$ cat src/rtl/nrr_victim_issuer.sv
// Victim-row issuer: queues aggressor rows and issues neighbour refreshes at
// +/-1..+/-BLAST_RADIUS over valid/ready. Optional NRR_VICTIM_DEDUP_EN drops duplicate aggressors.
module nrr_victim_issuer #(
    parameter int ADDR_SIZE       = 18,
    parameter int FIFO_DEPTH      = 4,
    parameter int FIFO_DEPTH_BITS = 2,
    parameter int BLAST_RADIUS    = 2
) (
    input  logic                 clk,
    input  logic                 rst,
    input  logic                 nrr_cmd,
    input  logic [ADDR_SIZE-1:0] nrr_addr,
    output logic                 ref_valid,
    output logic [ADDR_SIZE-1:0] ref_addr,
    input  logic                 ref_ready,
    output logic                 busy,
    output logic                 drop_pulse,
    output logic [7:0]           drop_cnt
);
    typedef enum logic {IDLE, ISSUE} state_t;

    localparam logic [2:0] K_MAX = 3'(BLAST_RADIUS);
    localparam logic [FIFO_DEPTH_BITS:0] FULL_CNT = (FIFO_DEPTH_BITS+1)'(FIFO_DEPTH);

    state_t                     state, state_nxt;
    logic [ADDR_SIZE-1:0]       mem [FIFO_DEPTH];
    logic [FIFO_DEPTH_BITS-1:0] wr_ptr, rd_ptr;
    logic [FIFO_DEPTH_BITS:0]   count;
    logic [ADDR_SIZE-1:0]       cur_addr;
    logic [2:0]                 k;
    logic                       side;  // 0: cur_addr-k, 1: cur_addr+k

    logic                       pop, push_ok, dup, drop, full;
    logic [ADDR_SIZE:0]         cand;
    logic                       in_range, advance, last;

    // Candidate is one bit wider so a PLUS overflow is visible instead of wrapping.
    always_comb begin
        if (side) begin
            cand     = {1'b0, cur_addr} + (ADDR_SIZE+1)'(k);
            in_range = ~cand[ADDR_SIZE];
        end else begin
            cand     = {1'b0, cur_addr} - (ADDR_SIZE+1)'(k);
            in_range = (cur_addr >= ADDR_SIZE'(k));
        end
    end

    assign ref_valid = (state == ISSUE) && in_range;
    assign ref_addr  = ref_valid ? cand[ADDR_SIZE-1:0] : '0;
    assign advance   = (state == ISSUE) && (!in_range || ref_ready);
    assign last      = side && (k == K_MAX);
    assign pop       = (state == IDLE) && (count != '0);
    assign full      = (count == FULL_CNT);
    assign busy      = (count != '0) || (state != IDLE);

`ifdef NRR_VICTIM_DEDUP_EN
    logic [FIFO_DEPTH_BITS-1:0] offs;
    always_comb begin
        dup  = 1'b0;
        offs = '0;
        for (int i = 0; i < FIFO_DEPTH; i++) begin
            offs = FIFO_DEPTH_BITS'(i) - rd_ptr;
            if (({1'b0, offs} < count) && (mem[i] == nrr_addr)) dup = 1'b1;
        end
        if ((state == ISSUE) && (cur_addr == nrr_addr)) dup = 1'b1;
    end
`else
    assign dup = 1'b0;
`endif

    // A full FIFO still accepts when its head is leaving in the same cycle.
    assign push_ok = nrr_cmd && !rst && !dup && (!full || pop);
    assign drop    = nrr_cmd && !rst && !dup && !push_ok;

    always_comb begin
        state_nxt = state;
        case (state)
            IDLE:    if (pop) state_nxt = ISSUE;
            ISSUE:   if (advance && last) state_nxt = IDLE;
            default: state_nxt = IDLE;
        endcase
    end

    always_ff @(posedge clk) begin
        if (rst) state <= IDLE;
        else     state <= state_nxt;
    end

    always_ff @(posedge clk) begin
        if (push_ok) mem[wr_ptr] <= nrr_addr;
    end

    always_ff @(posedge clk) begin
        if (rst) begin
            wr_ptr     <= '0;
            rd_ptr     <= '0;
            count      <= '0;
            cur_addr   <= '0;
            k          <= 3'd1;
            side       <= 1'b0;
            drop_pulse <= 1'b0;
            drop_cnt   <= '0;
        end else begin
            if (push_ok) wr_ptr <= wr_ptr + 1'b1;
            if (pop)     rd_ptr <= rd_ptr + 1'b1;
            case ({push_ok, pop})
                2'b10:   count <= count + 1'b1;
                2'b01:   count <= count - 1'b1;
                default: count <= count;
            endcase
            if (pop) begin
                cur_addr <= mem[rd_ptr];
                k        <= 3'd1;
                side     <= 1'b0;
            end else if (advance) begin
                if (side) begin
                    side <= 1'b0;
                    k    <= k + 3'd1;
                end else begin
                    side <= 1'b1;
                end
            end
            drop_pulse <= drop;
            if (drop && (drop_cnt != 8'hFF)) drop_cnt <= drop_cnt + 8'd1;
        end
    end
endmodule

$ cat config.mk
export PLATFORM = sky130hd
export DESIGN_NAME = nrr_victim_issuer
export DESIGN_NICKNAME = d
export VERILOG_FILES = /design/src/rtl/nrr_victim_issuer.sv
export SDC_FILE = /design/constraint.sdc
export NUM_CORES = 1
export LEC_CHECK = 0
export ABC_AREA = 0
export ABC_CLOCK_PERIOD_IN_PS = 3400
export CAP_MARGIN = 40
export CORE_ASPECT_RATIO = 0.8
export CORE_MARGIN = 4
export CORE_UTILIZATION = 46
export DETAILED_ROUTE_END_ITERATION = 6
export HOLD_SLACK_MARGIN = 0.03
export PLACE_DENSITY_LB_ADDON = 0.15
export SLEW_MARGIN = 20
export SYNTH_ARGS = -nofsm -noshare
export SYNTH_HDL_FRONTEND = slang
export SYNTH_SLANG_ARGS = --single-unit
export TNS_END_PERCENT = 30
$ cat constraint.sdc
create_clock -name clk -period 3.4 [get_ports clk]
set_clock_uncertainty 0.15 [all_clocks]
set_input_delay 0.51 -clock clk [delete_from_list [all_inputs] [get_ports clk]]
set_output_delay 0.51 -clock clk [all_outputs]
set_load 0.01 [all_outputs]
# Yosys cells after proc, flatten, opt, wreduce, memory -nomap -nowiden
# Memory sizes are Yosys's and may differ from the RTL's. A register that Yosys moved wholly into a read port is not among the register bits.
# Index checks and enable logic that the tools add are counted.
# totals
regBits	21
n_memories	1
out_inout_bits	29
inputBits	22
wordCells	55
mem_bits_rw	72
# op_classes
add_sub_neg	8
n_bitwise	2
reduce_logical	20
eq_ne	5
muxes	10
n_lt_le_gt_ge	1
# memory_table
memory	depth	word_bits	read_ports	rd_ports_with_merged_regs	write_ports	line_no	source
mem	4	18	1	1	1	26	logic [ADDR_SIZE-1:0] mem [FIFO_DEPTH];
# ops
cell	count
$mux W18	2
$add A18 B3 Y19	1
$ge A18 B3 Y1	1
$sub A18 B3 Y18	1
$logic_and A1 B1 Y1	9
$add A8 B1 Y8 const B	1
$ne A8 B8 Y1 const B	1
$add A3 B1 Y3 const B	2
$mux W1	6
$pmux W3 S2	1
$add A2 B1 Y2 const B	2
$logic_not A1 Y1	4
$eq A3 B2 Y1 const B	1
$eq A3 B3 Y1 const B	1
$logic_or A1 B1 Y1	3
$reduce_bool A3 Y1	1
$sub A3 B1 Y3 const B	1
$eq A2 B1 Y1 const B	1
$eq A2 B2 Y1 const B	1
$not A1 Y1	2
$pmux W1 S2	1
$reduce_and A2 Y1	1
$reduce_bool A2 Y1	1
$reduce_or A2 Y1	1

# Longest topological paths before layout
# depth
word_depth	9
mapped_depth	12
depth_no_buf	11

# Worst setup path before layout
# OpenSTA, ideal clock, no wires.
# synth_path
path_kind	register -> output
startpoint	register k[0]
endpoint	output ref_addr[7]
t_required_ns	2.740
stages_incl_launch_ff	12
setup_slack_ns	0.102
arrival_ns	2.638
path_buffers	1
path_cell_list	dfxtp_1 > ha_1 > inv_1 > fa_1 > a2111oi_2 > nand3_1 > nor3_4 > or3b_1 > buf_6 > inv_2 > and2_0 > mux2_4
# synth_via
elab_chain_cells	5
# synth_rtl
item	line_no	source
from (decl)	30	logic [2:0] k;
from (signal assigned)	118	k <= k + 3'd1;
$add A18 B3 Y19	40	cand = {1'b0, cur_addr} + (ADDR_SIZE+1)'(k);
$not A1 Y1	41	in_range = ~cand[ADDR_SIZE];
$mux W1 *	39	if (side) begin
$logic_and A1 B1 Y1 *	48	assign ref_valid = (state == ISSUE) && in_range;
net ref_valid	13	output logic ref_valid,
$mux W18 *	49	assign ref_addr = ref_valid ? cand[ADDR_SIZE-1:0] : '0;
to (decl)	14	output logic [ADDR_SIZE-1:0] ref_addr,
# Mark *: on every way through the listed nets, which the timed path passes. The rest lies on a longest branch.

# Worst setup path in the final report
# layout_path
startpoint	register cur_addr[0] (read register of mem)
endpoint	output ref_addr[7]
# layout_via
elab_chain_cells	5
# layout_rtl
item	line_no	source
from (decl)	29	logic [ADDR_SIZE-1:0] cur_addr;
$add A18 B3 Y19	40	
$not A1 Y1	41	
$mux W1	39	
$logic_and A1 B1 Y1	48	
$mux W18 *	49	
# Mark *: on every way between the ends. The rest lies on a longest branch, timed or not.

==> impl_metrics.py <==
metrics = {
    "logic_synthesis": {
        "synth.area.top_cells": "edfxtp_1, dfxtp_1, mux4_2",
        "syn_nets": 452,
        "postSynthAreaPerCell_um2": 12.21,
        "synth_top_area_share_pct": 42.76,
        "yosysUniqueCellTypes": 50,
        "synthCells": 414,
        "ys.flop_type": "edfxtp_1",
        "synth-async-reset-ratio_pct": 0,
        "synth_edf_count": 72,
        "ys_warn_count": 0,
        "yosysSeqAreaShare_pct": 58.20,
        "yosys.area.top_type": "edfxtp_1",
        "synthesis.area_um2": 5056,
        "ys_ff_latch": 111,
    },
    "die": {
        "rows": 33,
        "die_h_um": 101.8,
        "die_x_um": 125.2,
        "num_io_pins": 51,
        "start_util_pct": 48.21,
        "dieArea_um2": 12740,
        "coreArea_um2": 10490,
    },
    "sta": {
        "fin_crit_ps": 3473,
        "finalCritPeriodShare_pct": 102.1,
        "worst_pin_slew_ps": 576.6,
        "timing.hold.ws_ps": 349.8,
        "slew_viol_final": 0,
        "relSlewSlack_pct": 61.50,
        "rsz0062_at_grt": "yes",
        "hold_violations": 0,
        "timing.fmax_mhz": 288.0,
        "fin_ws_ps": -72.79,
        "setup_viol": 13,
    },
    "power": {
        "max-vdd-ir-drop_v": 0.0003556,
        "p_leak_nw": 2.238,
        "finalPower_mw": 5.395,
        "powerDensity_nw_per_um2": 866.0,
    },
    "setup_path": {
        "cp_common_cell": "inv_2",
        "crit_path_end_kind": "output pin",
        "cp-start-kind": "register",
        "cp_slowest_cell": "a2111oi_4",
        "crit_type": "register to output pin",
        "crit_arrival_ps": 2810,
        "r2r_slack_ps": 810,
        "rr_worst_depth": 9,
        "r2r-end": "k[1]$_SDFFE_PP0P_",
        "startpoint": "cur_addr[0]$_SDFFE_PP0P_",
        "required_ps": 2740,
        "endpoint": "ref_addr[7]",
        "crit_path_max_fanout": 3,
        "r2r-start": "k[0]$_SDFFE_PP1P_",
        "slowest_delay_ps": 420,
        "path_cells": "inv_2, ha_4, inv_2, fa_2, a2111oi_4, nand3_2, nor3_4, or3b_4, inv_2, and2_4, mux2_4, buf_6",
    },
    "clock_tree": {
        "cts_buffers": 9,
        "cts_tree": "yes",
        "clkSinkCount": 111,
        "clockRootBuffer": "clkbuf_16",
        "insertion_delay_ps": 330,
        "cts_buffer_depth": 2,
        "holdBufCountCts": 0,
        "cts_max_level": 3,
        "path_clk_slew_ps": 70,
    },
    "drt": {
        "dr.pass1.iters": 4,
        "final_antenna_net_count": 0,
        "vias": 3314,
        "vias_per_cell": 5.219,
        "wl_per_cell_um": 15.62,
        "drc": 0,
        "drt_wl_total_mm": 9.918,
        "drt_iter0_markers": 193,
    },
    "run_status": {
        "violations": "setup timing",
        "outcome": "finished with violations",
    },
    "global_routing": {
        "antenna_found_initial": 0,
        "grt_util_all_layers_pct": 15.92,
        "grt_pass1_wl_mm": 16.29,
        "grt-ovfl-total": 0,
        "grt_max_degree": 38,
        "grt_pass1_vias": 3218,
    },
    "final_layout": {
        "antenna_cells": 0,
        "final_nets": 528,
        "synthToLayoutAreaGrowth_pct": 23.21,
        "n_fill_cell": 909,
        "layout-drive-gt1-share_pct": 20.20,
        "finalInstanceArea_um2": 6230,
        "final_cell_mix": "edfxtp_1, nand2_1, nor2_1",
        "final_common_cell": "edfxtp_1",
        "multiInputGateArea_um2": 2017,
        "seq_area_um2": 2945,
    },
    "place": {
        "hpwl_mm": 7.097,
        "io_buffers": 50,
        "place.gp.congestion": 0.8639,
        "placed_area_um2": 5884,
    },
    "min_path": {
        "hold_class": "register to register",
    },
    "flow_run": {
        "cap_violations": 0,
    },
}
critical path: cells and delay by family (launching register included):
family / cells / cell delay (ps)
AO/OA/AOI/OAI: 1 / 420
adder cells (fa/ha/maj): 2 / 500
multiplexers: 1 / 250
flip-flops: 1 / 330
AND/OR/NAND/NOR: 4 / 730
buffers and inverters: 4 / 260
worst min-delay path by stage:
| stage | cells past startpoint | startpoint | endpoint |
|---|---|---|---|
| after floorplan | 2 | cur_addr[0]$_SDFFE_PP0P_ | cur_addr[0]$_SDFFE_PP0P_ |
| after global placement | 2 | cur_addr[2]$_SDFFE_PP0P_ | cur_addr[2]$_SDFFE_PP0P_ |
| after detailed placement | 2 | cur_addr[2]$_SDFFE_PP0P_ | cur_addr[2]$_SDFFE_PP0P_ |
| after CTS | 2 | cur_addr[2]$_SDFFE_PP0P_ | cur_addr[2]$_SDFFE_PP0P_ |
| after global routing | 2 | cur_addr[2]$_SDFFE_PP0P_ | cur_addr[2]$_SDFFE_PP0P_ |
| final | 2 | cur_addr[2]$_SDFFE_PP0P_ | cur_addr[2]$_SDFFE_PP0P_ |
sequential cells by signal, summed over array words and instances (netlist names):
signal and cells:
mem 72, count 3, state 1, drop_cnt 8, wr_ptr 2, k 3, drop_pulse 1, cur_addr 18
side 1, rd_ptr 2
cell families (layout without fill, tap and decap cells):
kind of cell | Yosys count | count (layout) | share of synthesized area (%)
simple gates | 142 | 142 | 13.69
flops | 111 | 111 | 58.20
compound gates | 57 | 57 | 6.904
buf+inv | 39 | 120 | 3.217
xor+xnor | 27 | 27 | 4.677
mux | 22 | 22 | 8.909
fa+ha+maj | 16 | 16 | 4.405
power by group:
| group | switching, mW | internal (mW) | total [mW] |
|---|---|---|---|
| Combinational | 1.30 | 1.34 | 2.64 |
| Clock | 0.463 | 0.509 | 0.972 |
| Sequential | 0.188 | 1.60 | 1.78 |
| Total | 1.95 | 3.44 | 5.40 |
area by class of cell:
| cell class | count | area share, % |
|---|---|---|
| inverter | 17 | 1.024 |
| multi-input combinational | 264 | 32.38 |
| clock buffer | 10 | 3.675 |
| tap | 140 | 2.812 |
| timing repair buffer | 87 | 12.01 |
| sequential | 111 | 47.28 |
| clock inverter | 6 | 0.8235 |
routing by layer:
layer | wire [um] | GRT usage (%) | vias to the layer above
li1 | - | - | 1640
met1 | 4998 | 23.58 | 1614
met2 | 4556 | 24.82 | 55
met3 | 314 | 3.479 | 5
met4 | 48 | 2.500 | 0
met5 | 0 | 0 | -
synth_stat cells (2+ instances only):
cell type / count
buf_6: 2
a21oi_1: 23
inv_1: 16
nand2b_1: 5
dfxtp_1: 39
nor4_1: 2
o31ai_1: 3
o211ai_1: 2
mux2i_1: 3
o21ai_0: 14
nand2_1: 50
clkbuf_1: 19
and3_1: 4
nand3b_1: 2
and2_1: 6
nor3_1: 7
and4_1: 3
edfxtp_1: 72
ha_1: 13
nand3_1: 4
nor2_1: 39
fa_1: 3
nand4_1: 6
xnor2_1: 18
or3_1: 3
xor2_1: 9
mux4_2: 18
o21a_1: 2
o22ai_1: 2
o2111ai_1: 3
nor2b_1: 3
what timing repair did:
| action | in CTS | in global routing |
|---|---|---|
| pin swaps | 3 | 9 |
| resized for setup | 41 | 23 |
| buffers inserted | 0 | 4 |
| setup endpoints to repair | 19 | 19 |
metrics by stage:
| step | util (%) | setup TNS [ps] | cells | setup WS [ps] |
|---|---|---|---|---|
| global route | 59.40 | -2997 | 635 | -223.6 |
| floorplan | - | 0 | 414 | 102.2 |
| global placement | 56.00 | -497.6 | 614 | -163.7 |
| finish | 59.40 | -401.1 | 635 | -72.79 |
| CTS | 58.72 | -182.9 | 631 | -137.8 |
| detailed placement | 56.11 | -1097 | 615 | -215.2 |
Note: power is estimated with default switching activity, not from simulation.
==> patch: new RTL, config.mk and constraints unchanged <==
Put one more register stage on the output `drop_cnt`, cleared by the reset. The value now appears one clock later. The other outputs are not delayed to match.
--- a/src/rtl/nrr_victim_issuer.sv
+++ b/src/rtl/nrr_victim_issuer.sv
@@ -21,6 +21,8 @@
 
     localparam logic [2:0] K_MAX = 3'(BLAST_RADIUS);
     localparam logic [FIFO_DEPTH_BITS:0] FULL_CNT = (FIFO_DEPTH_BITS+1)'(FIFO_DEPTH);
+
+    logic [7:0] drop_cnt_s0;
 
     state_t                     state, state_nxt;
     logic [ADDR_SIZE-1:0]       mem [FIFO_DEPTH];
@@ -99,7 +101,7 @@
             k          <= 3'd1;
             side       <= 1'b0;
             drop_pulse <= 1'b0;
-            drop_cnt   <= '0;
+            drop_cnt_s0 <= '0;
         end else begin
             if (push_ok) wr_ptr <= wr_ptr + 1'b1;
             if (pop)     rd_ptr <= rd_ptr + 1'b1;
@@ -121,8 +123,16 @@
                 end
             end
             drop_pulse <= drop;
-            if (drop && (drop_cnt != 8'hFF)) drop_cnt <= drop_cnt + 8'd1;
+            if (drop && (drop_cnt_s0 != 8'hFF)) drop_cnt_s0 <= drop_cnt_s0 + 8'd1;
         end
     end
+    always_ff @(posedge clk) begin
+        if (rst) begin
+            drop_cnt <= '0;
+        end else begin
+            drop_cnt <= drop_cnt_s0;
+        end
+    end
+
 endmodule
 
Function: changed (Yosys sat finds a counterexample within 10 cycles, from zero or initial values and one cycle with rst high).
==> patch against the original RTL <==
Non-clock buffer count decreased by 5; synthesized area grew 4.5%; setup slack gained 0.17 ns; sequential power grew 6%; design area grew 8.4%; routed wire length up 12%; global-route usage increased by 1.7 points; sequential share of layout area down 1.3 points; core utilization increased by 1.6 points; register-to-register slack got worse by 0.70 ns; total power up 17%; sequential cell count is 8 higher; critical path type unchanged.
==> patch: results (changes against the original RTL) <==
| Metric | Value |
|---|---|
| Largest net degree at the start of global routing | `47 (+24%)` |
| Wire per inst | `16.6 um (+6.2%)` |
| Met2 Use GR | `25.1% (+0.29 points)` |
| Post-DP HPWL | `7380 um (+4.0%)` |
| Vias in the first global route | `3,478 (+8.1%)` |
| Sequential area share after synthesis | `58.7% (+0.54 points)` |
| Arrival @ worst endpoint | `2.64 ns (-0.17 ns)` |
| Via count | `3,576 (+7.9%)` |
| Distinct cells, synth | `53 (+6.0%)` |
| Maximum vdd ir drop | `0.489 mV (+38%)` |
| Pleak | `2.50 nW (+12%)` |
| Reg2reg setup slack | `0.11 ns (-0.70 ns)` |
| First-pass GRT wire length | `18,100 um (+11%)` |
| Global Route Usage Sum | `17.6% (+1.7 points)` |
| CP max FO | `4 (+1)` |
| Post-Synthesis Cells | `432 (+4.3%)` |
| Slowest-stage cell, CP | `fa_2` |
| Synth area leaders | `edfxtp_1, dfxtp_1, mux4_2` |
| Finished Layout Cells | `670 (+5.5%)` |
| Inst Count DP | `627 (+2.0%)` |
| Initial drt markers | `284 (+47%)` |
| Global Route met1 Usage | `25.9% (+2.4 points)` |
| Largest regs | `mem x72, cur_addr x18` |
| Worst-path clk slew | `0.05 ns (-0.02 ns)` |
| Share of post-route cells with drive strength above 1 | `23.4% (+3.2 points)` |
| Post-synth top cells | `edfxtp_1, nand2_1, dfxtp_1` |
| Rel. slew slack | `62.6% (+1.1 points)` |
| Status | `finished clean` |
| Final nets | `551 (+4.4%)` |
| Sw Share | `34.9% (-1.3 points)` |
| CTS H-tree lvls | `4 (+1)` |
==> patch: worst reg2reg max path, delay by kind of cell (launching register included) <==
family	cells	cell delay (ns)
XOR/XNOR	1	0.10
AND/OR/NAND/NOR	3	0.52
flip-flops	1	0.32
buffers and inverters	8	0.98
adder cells (fa/ha/maj)	2	0.48
AO/OA/AOI/OAI	2	0.65
==> patch: kinds of logic (layout without fill, tap and decap cells) <==
logic type | Yosys count | after routing | share of synthesized area [%]
buffers and inverters | 36 | 130 | 2.89
DFF | 119 | 119 | 58.7
xor gates and xnor gates | 27 | 27 | 4.48
adders and majority gates | 16 | 16 | 4.22
and+or+nand+nor | 156 | 156 | 14.5
AOI/OAI and AO/OA | 58 | 58 | 7.15
muxes | 20 | 20 | 8.05
==> patch: what timing repair did <==
item	in CTS	in global routing
setup endpoints to repair	19	18
hold buffers	0	0
buffers inserted	7	6
pin swaps	4	13
gates resized for setup	35	40
==> patch: metal layers <==
layer	wire length [um]	vias to the layer above	share of wire, %
met1	5290	1740	48
met2	5020	103	45
li1	-	1723	-
met3	650	10	5.8
met5	0	-	0
met4	149	0	1.3
==> patch: final cells by class <==
cell class                 count  area share [%]
tap                          144            2.67
clock inverter                15            2.26
multi-input combinational    277            31.5
timing repair buffer          82            10.4
sequential                   119            46.0
inverter                      16           0.890
clock buffer                  17            6.30
==> patch: path summary, 6_finish.rpt <==
kind                       start           end  cells past startpoint
setup / recovery     cur_addr[0]  ref_addr[11]                     11
setup reg to reg     cur_addr[0]          k[0]                     16
hold / removal    drop_cnt_s0[6]   drop_cnt[6]                      1
hold reg to reg   drop_cnt_s0[6]   drop_cnt[6]                      1
==> patch: metrics by stage <==
step	hold WS (ns)	setup slack [ns]	area (um^2)
detailed placement	0.347	0.0238	6030
floorplan	0.304	0.508	5280
global placement	0.342	0.0452	6020
global route	0.370	-0.0121	6750
finish	0.353	0.0996	6750
CTS	0.355	-0.0915	6710
==> patch: power by group through the flow <==
stage	clock network, W	registers [W]	logic (W)
5_1_grt	0.00182	0.00191	0.00298
3_3_place_gp	0	0.00190	0.00246
3_5_place_dp	0	0.00190	0.00250
2_1_floorplan	0	0.00183	0.00164
6_report	0.00172	0.00188	0.00273
4_1_cts	0.00176	0.00187	0.00262
